### src/rtl/pid_pwm_out_pkg.sv
// -----------------------------------------------------------------------------
// pid_pkg
// Shared constants and types for the PID output stage.
//   PID_D_WIDTH    : default width of the signed PID controller output word
//   PID_CNT_WIDTH  : default width of the PWM period counter / duty count
//   PID_DUTY_SHIFT : default arithmetic right shift from PID word to duty count
//   PID_DEAD_WIDTH : default width of the dead-time setting
//   pid_word_t     : signed PID word at the default width
//   pwm_cnt_t      : PWM counter / duty value at the default width
// -----------------------------------------------------------------------------
package pid_pkg;

   localparam int PID_D_WIDTH    = 18;
   localparam int PID_CNT_WIDTH  = 10;
   localparam int PID_DUTY_SHIFT = 8;
   localparam int PID_DEAD_WIDTH = 4;

   typedef logic signed [PID_D_WIDTH-1:0] pid_word_t;
   typedef logic [PID_CNT_WIDTH-1:0]      pwm_cnt_t;

endpackage

### src/rtl/pid_pwm_out_deadtime.sv
// -----------------------------------------------------------------------------
// pwm_deadtime
// Turns the raw PWM level into a complementary gate pair with dead time.
// On every raw edge both gates drop for `deadtime` cycles before the side
// matching raw asserts; another raw edge inside the gap restarts it.
// deadtime = 0 gives plain one-cycle-registered outputs.
// Ports:
//   clock, reset : system clock, synchronous active-high reset
//   enable       : 0 forces both gates low on the next edge
//   raw          : raw PWM level (already qualified by enable)
//   deadtime     : dead-time length in cycles
//   pwm_hi/lo    : registered high-/low-side gate drives
// -----------------------------------------------------------------------------
module pwm_deadtime
   import pid_pkg::*;
#(
   parameter int DEAD_WIDTH = PID_DEAD_WIDTH
)(
   input  logic                  clock,
   input  logic                  reset,
   input  logic                  enable,
   input  logic                  raw,
   input  logic [DEAD_WIDTH-1:0] deadtime,
   output logic                  pwm_hi,
   output logic                  pwm_lo
);

   logic                  raw_d_r;
   logic [DEAD_WIDTH-1:0] dead_cnt_r;
   logic [DEAD_WIDTH-1:0] dead_cnt_next_s;
   logic                  hi_next_s;
   logic                  lo_next_s;
   logic                  edge_s;

   assign edge_s = raw ^ raw_d_r;

   // Next gate levels and dead counter; the counter holds the remaining gap
   // cycles after the one that starts on the edge itself.
   always_comb begin
      hi_next_s       = raw;
      lo_next_s       = enable & ~raw;
      dead_cnt_next_s = dead_cnt_r;
      if (!enable) begin
         hi_next_s       = 1'b0;
         lo_next_s       = 1'b0;
         dead_cnt_next_s = {DEAD_WIDTH{1'b0}};
      end else if (edge_s && (deadtime != {DEAD_WIDTH{1'b0}})) begin
         hi_next_s       = 1'b0;
         lo_next_s       = 1'b0;
         dead_cnt_next_s = deadtime - DEAD_WIDTH'(1'b1);
      end else if (!edge_s && (dead_cnt_r != {DEAD_WIDTH{1'b0}})) begin
         hi_next_s       = 1'b0;
         lo_next_s       = 1'b0;
         dead_cnt_next_s = dead_cnt_r - DEAD_WIDTH'(1'b1);
      end else begin
         dead_cnt_next_s = {DEAD_WIDTH{1'b0}};
      end
   end

   // Gate registers, raw edge history and dead counter.
   always_ff @(posedge clock) begin
      if (reset) begin
         raw_d_r    <= 1'b0;
         dead_cnt_r <= {DEAD_WIDTH{1'b0}};
         pwm_hi     <= 1'b0;
         pwm_lo     <= 1'b0;
      end else begin
         raw_d_r    <= raw;
         dead_cnt_r <= dead_cnt_next_s;
         pwm_hi     <= hi_next_s;
         pwm_lo     <= lo_next_s;
      end
   end

endmodule

### src/rtl/pid_pwm_out.sv
// -----------------------------------------------------------------------------
// pid_pwm_out
// Converts the signed PID output into a fixed-frequency complementary PWM pair.
// The PID word is shifted and clamped to a duty count, held in a shadow
// register and applied only at period boundaries.  period_start pulses once
// per period and is meant to drive the PID iterate enable.
// Optional dead time: define PID_PWM_DEADTIME_EN to instantiate pwm_deadtime;
// otherwise the deadtime port is ignored and outputs are raw delayed 1 cycle.
// Ports:
//   clock, reset  : system clock, synchronous active-high reset
//   enable        : 1 = run; 0 = gates low, counter held at 0
//   period        : counter max, PWM period = period+1 cycles (boundary-loaded)
//   deadtime      : dead-time cycles (used only with PID_PWM_DEADTIME_EN)
//   pid_out       : signed controller output, captured when pid_valid = 1
//   pid_valid     : capture strobe
//   pwm_hi/pwm_lo : registered complementary gate drives
//   period_start  : high while the counter is 0 and enable = 1
//   duty_active   : duty count applied to the running period
//   sat_flag      : last captured pid_out was clamped
// -----------------------------------------------------------------------------
module pid_pwm_out
   import pid_pkg::*;
#(
   parameter int D_WIDTH    = PID_D_WIDTH,
   parameter int CNT_WIDTH  = PID_CNT_WIDTH,
   parameter int DUTY_SHIFT = PID_DUTY_SHIFT,
   parameter int DEAD_WIDTH = PID_DEAD_WIDTH
)(
   input  logic                      clock,
   input  logic                      reset,
   input  logic                      enable,
   input  logic [CNT_WIDTH-1:0]      period,
   input  logic [DEAD_WIDTH-1:0]     deadtime,
   input  logic signed [D_WIDTH-1:0] pid_out,
   input  logic                      pid_valid,
   output logic                      pwm_hi,
   output logic                      pwm_lo,
   output logic                      period_start,
   output logic [CNT_WIDTH-1:0]      duty_active,
   output logic                      sat_flag
);

   // One extra bit so the shifted word and period+1 compare without wrapping.
   localparam int CALC_W = D_WIDTH + 1;
   localparam int LIM_W  = CNT_WIDTH + 1;

   logic [CNT_WIDTH-1:0]     cnt_r;
   logic [CNT_WIDTH-1:0]     cnt_next_s;
   logic [CNT_WIDTH-1:0]     period_active_r;
   logic [CNT_WIDTH-1:0]     duty_shadow_r;
   logic                     en_d_r;
   logic                     first_s;
   logic                     wrap_s;
   logic                     load_s;
   logic                     raw_s;

   logic signed [CALC_W-1:0] ext_s;
   logic signed [CALC_W-1:0] shifted_s;
   logic [LIM_W-1:0]         lim_u_s;
   logic signed [CALC_W-1:0] limit_s;
   logic [CNT_WIDTH-1:0]     duty_max_s;
   logic [CNT_WIDTH-1:0]     conv_duty_s;
   logic                     conv_sat_s;

   assign ext_s     = {pid_out[D_WIDTH-1], pid_out};
   assign shifted_s = ext_s >>> DUTY_SHIFT;
   assign lim_u_s   = {1'b0, period_active_r} + LIM_W'(1'b1);
   assign limit_s   = signed'({{(CALC_W-LIM_W){1'b0}}, lim_u_s});
   // period+1 does not fit the duty field when period is all ones; the largest
   // representable duty (high for all but the last cycle) is used instead.
   assign duty_max_s = lim_u_s[CNT_WIDTH] ? {CNT_WIDTH{1'b1}} : lim_u_s[CNT_WIDTH-1:0];

   // Shift-and-clamp of the PID word to a duty count.
   always_comb begin
      conv_duty_s = {CNT_WIDTH{1'b0}};
      conv_sat_s  = 1'b0;
      if (shifted_s[CALC_W-1]) begin
         conv_duty_s = {CNT_WIDTH{1'b0}};
         conv_sat_s  = 1'b1;
      end else if (shifted_s >= limit_s) begin
         conv_duty_s = duty_max_s;
         conv_sat_s  = (shifted_s > limit_s);
      end else begin
         conv_duty_s = shifted_s[CNT_WIDTH-1:0];
         conv_sat_s  = 1'b0;
      end
   end

   // Counter sequencing; the first enabled cycle acts as a boundary so the
   // freshly loaded period already governs the counter's wrap.
   always_comb begin
      first_s    = enable & ~en_d_r;
      wrap_s     = first_s ? (cnt_r == period) : (cnt_r == period_active_r);
      load_s     = enable & (first_s | wrap_s);
      cnt_next_s = {CNT_WIDTH{1'b0}};
      if (!enable) begin
         cnt_next_s = {CNT_WIDTH{1'b0}};
      end else if (wrap_s) begin
         cnt_next_s = {CNT_WIDTH{1'b0}};
      end else begin
         cnt_next_s = cnt_r + CNT_WIDTH'(1'b1);
      end
   end

   assign period_start = enable & (cnt_r == {CNT_WIDTH{1'b0}});
   assign raw_s        = enable & (cnt_r < duty_active);

   // Counter, capture and boundary-load registers.
   always_ff @(posedge clock) begin
      if (reset) begin
         cnt_r           <= {CNT_WIDTH{1'b0}};
         en_d_r          <= 1'b0;
         period_active_r <= {CNT_WIDTH{1'b0}};
         duty_shadow_r   <= {CNT_WIDTH{1'b0}};
         duty_active     <= {CNT_WIDTH{1'b0}};
         sat_flag        <= 1'b0;
      end else begin
         cnt_r  <= cnt_next_s;
         en_d_r <= enable;
         if (pid_valid) begin
            duty_shadow_r <= conv_duty_s;
            sat_flag      <= conv_sat_s;
         end
         if (load_s) begin
            period_active_r <= period;
            // A capture on the boundary cycle bypasses the shadow.
            duty_active     <= pid_valid ? conv_duty_s : duty_shadow_r;
         end
      end
   end

`ifdef PID_PWM_DEADTIME_EN
   pwm_deadtime #(
      .DEAD_WIDTH (DEAD_WIDTH)
   ) u_deadtime (
      .clock    (clock),
      .reset    (reset),
      .enable   (enable),
      .raw      (raw_s),
      .deadtime (deadtime),
      .pwm_hi   (pwm_hi),
      .pwm_lo   (pwm_lo)
   );
`else
   logic deadtime_unused_s;
   assign deadtime_unused_s = ^deadtime;

   // Plain registered gate pair, one cycle behind raw.
   always_ff @(posedge clock) begin
      if (reset) begin
         pwm_hi <= 1'b0;
         pwm_lo <= 1'b0;
      end else begin
         pwm_hi <= raw_s;
         pwm_lo <= enable & ~raw_s;
      end
   end
`endif

endmodule
### config.mk
export PLATFORM = sky130hd
export DESIGN_NAME = pid_pwm_out
export DESIGN_NICKNAME = d
export VERILOG_FILES = /design/src/rtl/pid_pwm_out_pkg.sv /design/src/rtl/pid_pwm_out_deadtime.sv /design/src/rtl/pid_pwm_out.sv
export SDC_FILE = /design/constraint.sdc
export NUM_CORES = 1
export LEC_CHECK = 0
export CORE_ASPECT_RATIO = 2
export CORE_MARGIN = 8
export CORE_UTILIZATION = 55
export DETAILED_ROUTE_END_ITERATION = 10
export HOLD_SLACK_MARGIN = 0.02
export PLACE_DENSITY = 0.94
export SLEW_MARGIN = 20
export SYNTH_ARGS = -nofsm -noshare
export SYNTH_HDL_FRONTEND = slang
export SYNTH_HIERARCHICAL = 1
export SYNTH_SLANG_ARGS = --single-unit
### constraint.sdc
create_clock -name clock -period 5.91 [get_ports clock]
set_input_delay 1.4775 -clock clock [delete_from_list [all_inputs] [get_ports clock]]
set_output_delay 1.4775 -clock clock [all_outputs]
set_load 0.05 [all_outputs]
Word-level counts from Yosys, hierarchy flattened
Cells that the tools add are included.
{"block": "op_classes", "n_addsub": 2, "n_mul": 0, "n_div": 0, "order_cmp": 3, "eq_ne": 2, "shift": 0, "n_mux": 7, "n_bitwise": 9, "n_reduce_logical": 2}
{"cell": "10-bit 2-to-1 mux", "n": 4}
{"cell": "10-bit equality test", "n": 2}
{"cell": "10-bit by 12-bit >= comparator with 1-bit output", "n": 1}
{"cell": "10-bit by 12-bit > comparator with 1-bit output", "n": 1}
{"cell": "10-bit by 1-bit adder with 11-bit output, second input constant", "n": 1}
{"cell": "10-bit by 1-bit adder with 10-bit output, second input constant", "n": 1}
{"cell": "10-bit zero test", "n": 1}
{"cell": "10-bit < comparator", "n": 1}
{"cell": "1-bit AND", "n": 5}
{"cell": "1-bit 2-to-1 mux", "n": 3}
{"cell": "1-bit NOT", "n": 3}
{"cell": "3-bit OR reduction", "n": 1}
{"cell": "1-bit bitwise OR", "n": 1}
{"block": "totals", "ff_bits": 44, "latchBits": 0, "mem_bits_rw": 0, "mem_bits_ro": 0, "output_inout_bits": 14, "memories": 0}

Depth between registers and ports, before layout
Gate-level depths: netlist of run 1.
{"block": "logic_depth", "ltp_word": 5, "mapped_depth": 14, "mapped_depth_nobuf": 13}

Least setup slack after synthesis of run 1
Ideal clock, no wire load.
{"block": "synth_path", "kind": "input -> output", "startpoint": "in enable", "endpoint": "out period_start", "t_arrival_ns": 1.964, "required_ns": 4.433, "setup_slack_ns": 2.468, "stages": 1, "cell_sequence": "and4b_1"}
{"block": "synth_between", "elab_chain_cells": 1}
{"item": "start: declaration", "line_no": "pid_pwm_out.sv:31", "source": "input logic enable,"}
{"item": "1-bit AND", "line_no": "pid_pwm_out.sv:105", "source": "assign period_start = enable & (cnt_r == {CNT_WIDTH{1'b0}});"}
{"item": "end: declaration", "line_no": "pid_pwm_out.sv:38", "source": "output logic period_start,"}
No other way between the ends.

Worst setup path in the final report of run 1
Same ends and word-level chain as after synthesis.

==> impl_metrics.yaml, run 1 <==
global_route:
  grt_antenna_before_repair: 0
  grt.overflow.total: 0
  grt_usage: 0.191
  grt_pass1_wl_um: 11800
  grt_max_degree: 33
  grt_pass1_vias: 2612
yosys:
  synth_top_area_share: 0.313
  yosysSeqAreaShare: 0.313
  syn-instance-count: 325
  yosysTopAreaCell: "dfxtp_1"
  ys.warnings.count: 6
  ys_ff_latch: 44
  avgSynthCellArea_um2: 8.65
  synth_area_leaders: "dfxtp_1 (31%), ha_1 (9.8%), nor2_1 (8.4%)"
  ys_types: 51
  async_flop_share: 0
  synth_nets: 383
  synth_ff_type: "dfxtp_1"
  synth_edf_count: 0
  syn_area_um2: 2810
floorplan:
  core.rowCount: 37
  die_w_um: 66.6
  initial_core_util: 0.557
  fp.coreArea_um2: 5050
  die_y_um: 117
  dieArea_um2: 7800
  pin_count: 50
placement:
  portBuffers: 37
  globalplace.congestion: 0.900
  post-dp-hpwl_um: 5390
  dpl_cell_area_um2: 3170
cts:
  cts_buffers: 5
  cts_htree_levels: 2
  clkLatencyLatePin_ns: 0.30
  clockBufferDepth: 2
  cts_sinks: 44
  hold_buffers: 0
  cts_root_buf: "clkbuf_8"
  cts_resized: 0
  cts_tree: "yes"
  clkTransAtPathRegs_ns: 0.08
  post-cts-setup-buffer-count: 0
critical_path:
  start_kind: "input port"
  cp_slowest_stage_delay_ns: 0.81
  rr_endpoint: "duty_active[3]$_SDFFE_PP0P_"
  worst_r2r_path_depth: 12
  worstSetupPathType: "in -> out"
  crit_arrival_ns: 3.12
  cp-endpoint: "period_start"
  crit_fanout: 6
  r2r_slack_ns: 2.40
  path_common_cell: "clkdlybuf4s50_1"
  cp-end-kind: "primary output"
  critPathRequiredTime_ns: 4.43
  worstReg2RegStart: "period_active_r[0]$_SDFFE_PP0P_"
  cp_slowest_cell: "clkdlybuf4s50_1"
  crit_start: "enable"
  path_cells: "clkdlybuf4s50_1, and4b_1, clkdlybuf4s50_1"
timing:
  hold_ws_ns: 0.513
  hold_viol: 0
  period_minus_slack_ns: 4.60
  report.final.setup_viol: 0
  post-route-period-util: 0.778
  fin_skew_ns: 0.00880
  final.setup.tns_ns: 0
  rsz0062_at_grt: "false"
  max_clock_freq_ghz: 0.218
  final_max_slew_viol_count: 0
  relSlewSlack: 0.477
  tightest_slew_ns: 0.784
pwr:
  totalPowerFinal_w: 0.000709
  irDropWorstVdd_uv: 281
  powerDensity_nw_per_um2: 217
  leakagePower_nw: 1.29
cells_and_area:
  layout-drive-gt1-share: 0.0899
  fin_nets: 413
  synthToLayoutAreaGrowth_pct: 16.0
  fillers: 397
  fin_area_um2: 3260
  final_cell_mix: "nor2_1 (63), dfxtp_1 (44), clkdlybuf4s50_1 (37), inv_1 (26), ha_1 (22)"
  final_common_cell: "nor2_1"
  antenna_cells: 0
  fin_util: 0.646
route:
  via_per_inst: 5.95
  drc: 0
  firstDrtPassIters: 4
  ant_nets: 0
  vias: 2464
  drt_wl_total_um: 7000
  wl_per_cell_um: 16.9
  drtIter0Drc: 142
min_path:
  hp-class: "reg -> reg"
status:
  status: "completed"
job:
  max_cap_viol_count: 0
per-stage QoR:
step,cells,setup WS [ns]
3_3_place_gp,406,1.32
6_report,414,1.31
2_1_floorplan,325,2.47
4_1_cts,414,1.30
3_5_place_dp,406,1.30
5_1_grt,414,1.26
layout make-up:
class | count | area, um^2 | share of cell area
flip-flops and latches | 44 | 881 | 0.270
clock inverters | 2 | 16.3 | 0.00499
repair buffers | 38 | 378 | 0.116
well taps | 58 | 72.6 | 0.0222
inverters | 26 | 97.6 | 0.0299
multi-input cells | 240 | 1740 | 0.535
clock buffers | 6 | 72.6 | 0.0222
sequential cells by signal, summed over array words and instances, names as in the netlist:
| register | flops |
|---|---|
| duty_shadow_r | 10 |
| pwm_lo | 1 |
| en_d_r | 1 |
| cnt_r | 10 |
| sat_flag | 1 |
| period_active_r | 10 |
| duty_active | 10 |
| pwm_hi | 1 |
routing by layer:
metal	global-route usage	vias to the layer above	part of all wire
met5	0	-	0
met4	0.109	0	0.043
met3	0.0429	29	0.062
met2	0.325	108	0.50
met1	0.208	1145	0.39
li1	-	1182	-
cell families after synthesis:
logic type                 synth area share
AOI/OAI and AO/OA                     0.181
xor gates and xnor gates             0.0778
adders and majority gates            0.0979
and+or+nand+nor                       0.206
DFF                                   0.313
buffers and inverters                0.0667
muxes                                0.0583
where the power goes:
part           leakage [nW]  internal (W)  total [W]  switching (W)
clock network        0.0414     0.0000842   0.000192       0.000108
registers             0.360      0.000312   0.000329      0.0000168
logic                 0.887     0.0000790   0.000188       0.000109
worst max-delay path, delay by kind of cell:
kind / cells / cell delay (ns)
and+or+nand+nor: 1 / 0.25
buffers and inverters: 2 / 1.39
how the worst min path moves through the flow:
stage,startpoint,end,slack (ns),cells past startpoint
floorplan,duty_shadow_r[9]$_SDFF_PP0_,duty_shadow_r[9]$_SDFF_PP0_,0.46,2
CTS,duty_shadow_r[9]$_SDFF_PP0_,duty_shadow_r[9]$_SDFF_PP0_,0.51,2
detailed placement,duty_shadow_r[9]$_SDFF_PP0_,duty_shadow_r[9]$_SDFF_PP0_,0.49,2
global route,sat_flag$_SDFFE_PP0P_,sat_flag$_SDFFE_PP0P_,0.54,2
global placement,duty_shadow_r[9]$_SDFF_PP0_,duty_shadow_r[9]$_SDFF_PP0_,0.48,2
finish,duty_shadow_r[9]$_SDFF_PP0_,duty_shadow_r[9]$_SDFF_PP0_,0.51,2
Yosys cell counts, drive strengths merged, types with 8 or more instances:
| library cell | instances |
|---|---|
| nand2 | 16 |
| nor2 | 63 |
| inv | 26 |
| nand3 | 8 |
| a21oi | 10 |
| ha | 22 |
| a211oi | 11 |
| xnor2 | 12 |
| clkbuf | 8 |
| mux2i | 13 |
| dfxtp | 44 |
| xor2 | 13 |
Note: power is estimated with default switching activity, not from simulation.
==> run 2: changes to the inputs <==
--- a/config.mk
+++ b/config.mk
@@ -7,10 +7,10 @@
 export LEC_CHECK = 0
 export CORE_ASPECT_RATIO = 2
 export CORE_MARGIN = 8
-export CORE_UTILIZATION = 55
+export CORE_UTILIZATION = 48
 export DETAILED_ROUTE_END_ITERATION = 10
 export HOLD_SLACK_MARGIN = 0.02
-export PLACE_DENSITY = 0.94
+export PLACE_DENSITY = 0.88
 export SLEW_MARGIN = 20
 export SYNTH_ARGS = -nofsm -noshare
 export SYNTH_HDL_FRONTEND = slang
==> constraint.sdc (replaced) <==
create_clock -name clock -period 3.84 [get_ports clock]
set_input_delay 0.96 -clock clock [delete_from_list [all_inputs] [get_ports clock]]
set_output_delay 0.96 -clock clock [all_outputs]
set_load 0.05 [all_outputs]
==> impl_metrics.yaml, run 2 (synthesis results as in run 1) <==
pwr:
  leakagePower_nw: 1.35
  powerDensity_nw_per_um2: 389
  irDropWorstVdd_uv: 394
route:
  ant_nets: 0
  drtIter0Drc: 107
  drt_wl_total_um: 7360
  vias: 2482
  drc: 0
  wl_per_cell_um: 17.6
  via_per_inst: 5.92
  firstDrtPassIters: 4
cts:
  post-cts-setup-buffer-count: 0
  cts_root_buf: "clkbuf_16"
  clockBufferDepth: 2
  cts_htree_levels: 2
  cts_sinks: 44
  cts_buffers: 5
  hold_buffers: 0
  cts_tree: "yes"
  cts_resized: 0
  clkLatencyLatePin_ns: 0.29
  clkTransAtPathRegs_ns: 0.06
placement:
  dpl_cell_area_um2: 3200
  portBuffers: 37
  post-dp-hpwl_um: 5560
  globalplace.congestion: 0.847
timing:
  hold_viol: 0
  post-route-period-util: 0.894
  report.final.setup_viol: 0
  period_minus_slack_ns: 3.43
  final.setup.tns_ns: 0
  rsz0062_at_grt: "false"
  max_clock_freq_ghz: 0.291
  final_max_slew_viol_count: 0
  hold_ws_ns: 0.504
  relSlewSlack: 0.526
  fin_skew_ns: 0.00814
  tightest_slew_ns: 0.709
global_route:
  grt_pass1_wl_um: 12100
  grt_max_degree: 33
  grt_antenna_before_repair: 0
  grt_usage: 0.171
  grt.overflow.total: 0
  grt_pass1_vias: 2671
status:
  status: "completed"
floorplan:
  die_w_um: 70.1
  die_y_um: 124
  initial_core_util: 0.493
  core.rowCount: 39
  pin_count: 50
  dieArea_um2: 8710
  fp.coreArea_um2: 5710
critical_path:
  crit_fanout: 9
  crit_arrival_ns: 3.60
  worstSetupPathType: "reg -> reg"
  critPathRequiredTime_ns: 4.00
  start_kind: "register"
  cp-end-kind: "register"
cells_and_area:
  antenna_cells: 0
  synthToLayoutAreaGrowth_pct: 20.3
  final_cell_mix: "nor2_1 (63), dfxtp_1 (44), clkdlybuf4s50_1 (36), inv_1 (26), ha_1 (22)"
  fin_nets: 415
  layout-drive-gt1-share: 0.101
  final_common_cell: "nor2_1"
  fin_area_um2: 3380
  fillers: 477
  fin_util: 0.593
job:
  max_cap_viol_count: 0
min_path:
  hp-class: "reg -> reg"
[run 2: cell count changes in the layout (fill, tap and decap cells not counted)]
cell,delta
buf_12,+1
buf_4,+2
bufinv_16,+1
clkbuf_1,-1
clkbuf_16,+5
clkbuf_8,-3
clkdlybuf4s50_1,-1
clkinv_4,-1
clkinvlp_4,-1
[run 2: layout make-up]
type	instances	area, um^2	area share
Multi-Input combinational cell	240	1740	0.515
Sequential cell	44	881	0.260
Timing Repair Buffer	40	403	0.119
Clock buffer	7	153	0.0451
Inverter	26	97.6	0.0288
Tap cell	61	76.3	0.0226
Clock inverter	1	30.0	0.00887
[run 2: per-layer routing]
layer | share of wire | GRT usage
met1 | 0.34 | 0.152
met2 | 0.56 | 0.308
met3 | 0.040 | 0.0407
met4 | 0.062 | 0.146
met5 | 0 | 0
[run 2: where the power goes]
| part | internal [W] | leakage (nW) | switching [W] |
|---|---|---|---|
| clock network | 0.000342 | 0.0901 | 0.000176 |
| registers | 0.000481 | 0.360 | 0.0000255 |
| logic | 0.000126 | 0.902 | 0.000168 |
[run 2: worst paths after layout]
check	to	cells after the start	startpoint	slack, ns
setup / recovery	duty_active[7]$_SDFFE_PP0P_	13	period_active_r[0]$_SDFFE_PP0P_	0.41
hold / removal	sat_flag$_SDFFE_PP0P_	2	sat_flag$_SDFFE_PP0P_	0.50
setup reg to reg	duty_active[7]$_SDFFE_PP0P_	13	period_active_r[0]$_SDFFE_PP0P_	0.41
hold reg to reg	sat_flag$_SDFFE_PP0P_	2	sat_flag$_SDFFE_PP0P_	0.50
[run 2: worst max-delay path: stages, from the launching register on]
cell and delay [ns]:
dfxtp_1 0.50, ha_1 0.26, nand3_1 0.11, xnor2_1 0.29
inv_1 0.09, ha_1 0.28, nand2b_1 0.07, or3_1 0.40
nor2b_1 0.17, a21oi_4 0.33, buf_4 0.23, nor2_1 0.06
a221oi_1 0.38, a211oi_2 0.14
[run 2: metrics by stage]
stage / power, W / worst slack (ns) / std cells
5_1_grt: 0.00137 / 0.175 / 419
2_1_floorplan: 0.000712 / 1.01 / 325
3_5_place_dp: 0.000806 / 0.256 / 411
6_report: 0.00132 / 0.406 / 419
3_3_place_gp: 0.000796 / 0.338 / 411
4_1_cts: 0.00133 / 0.412 / 419
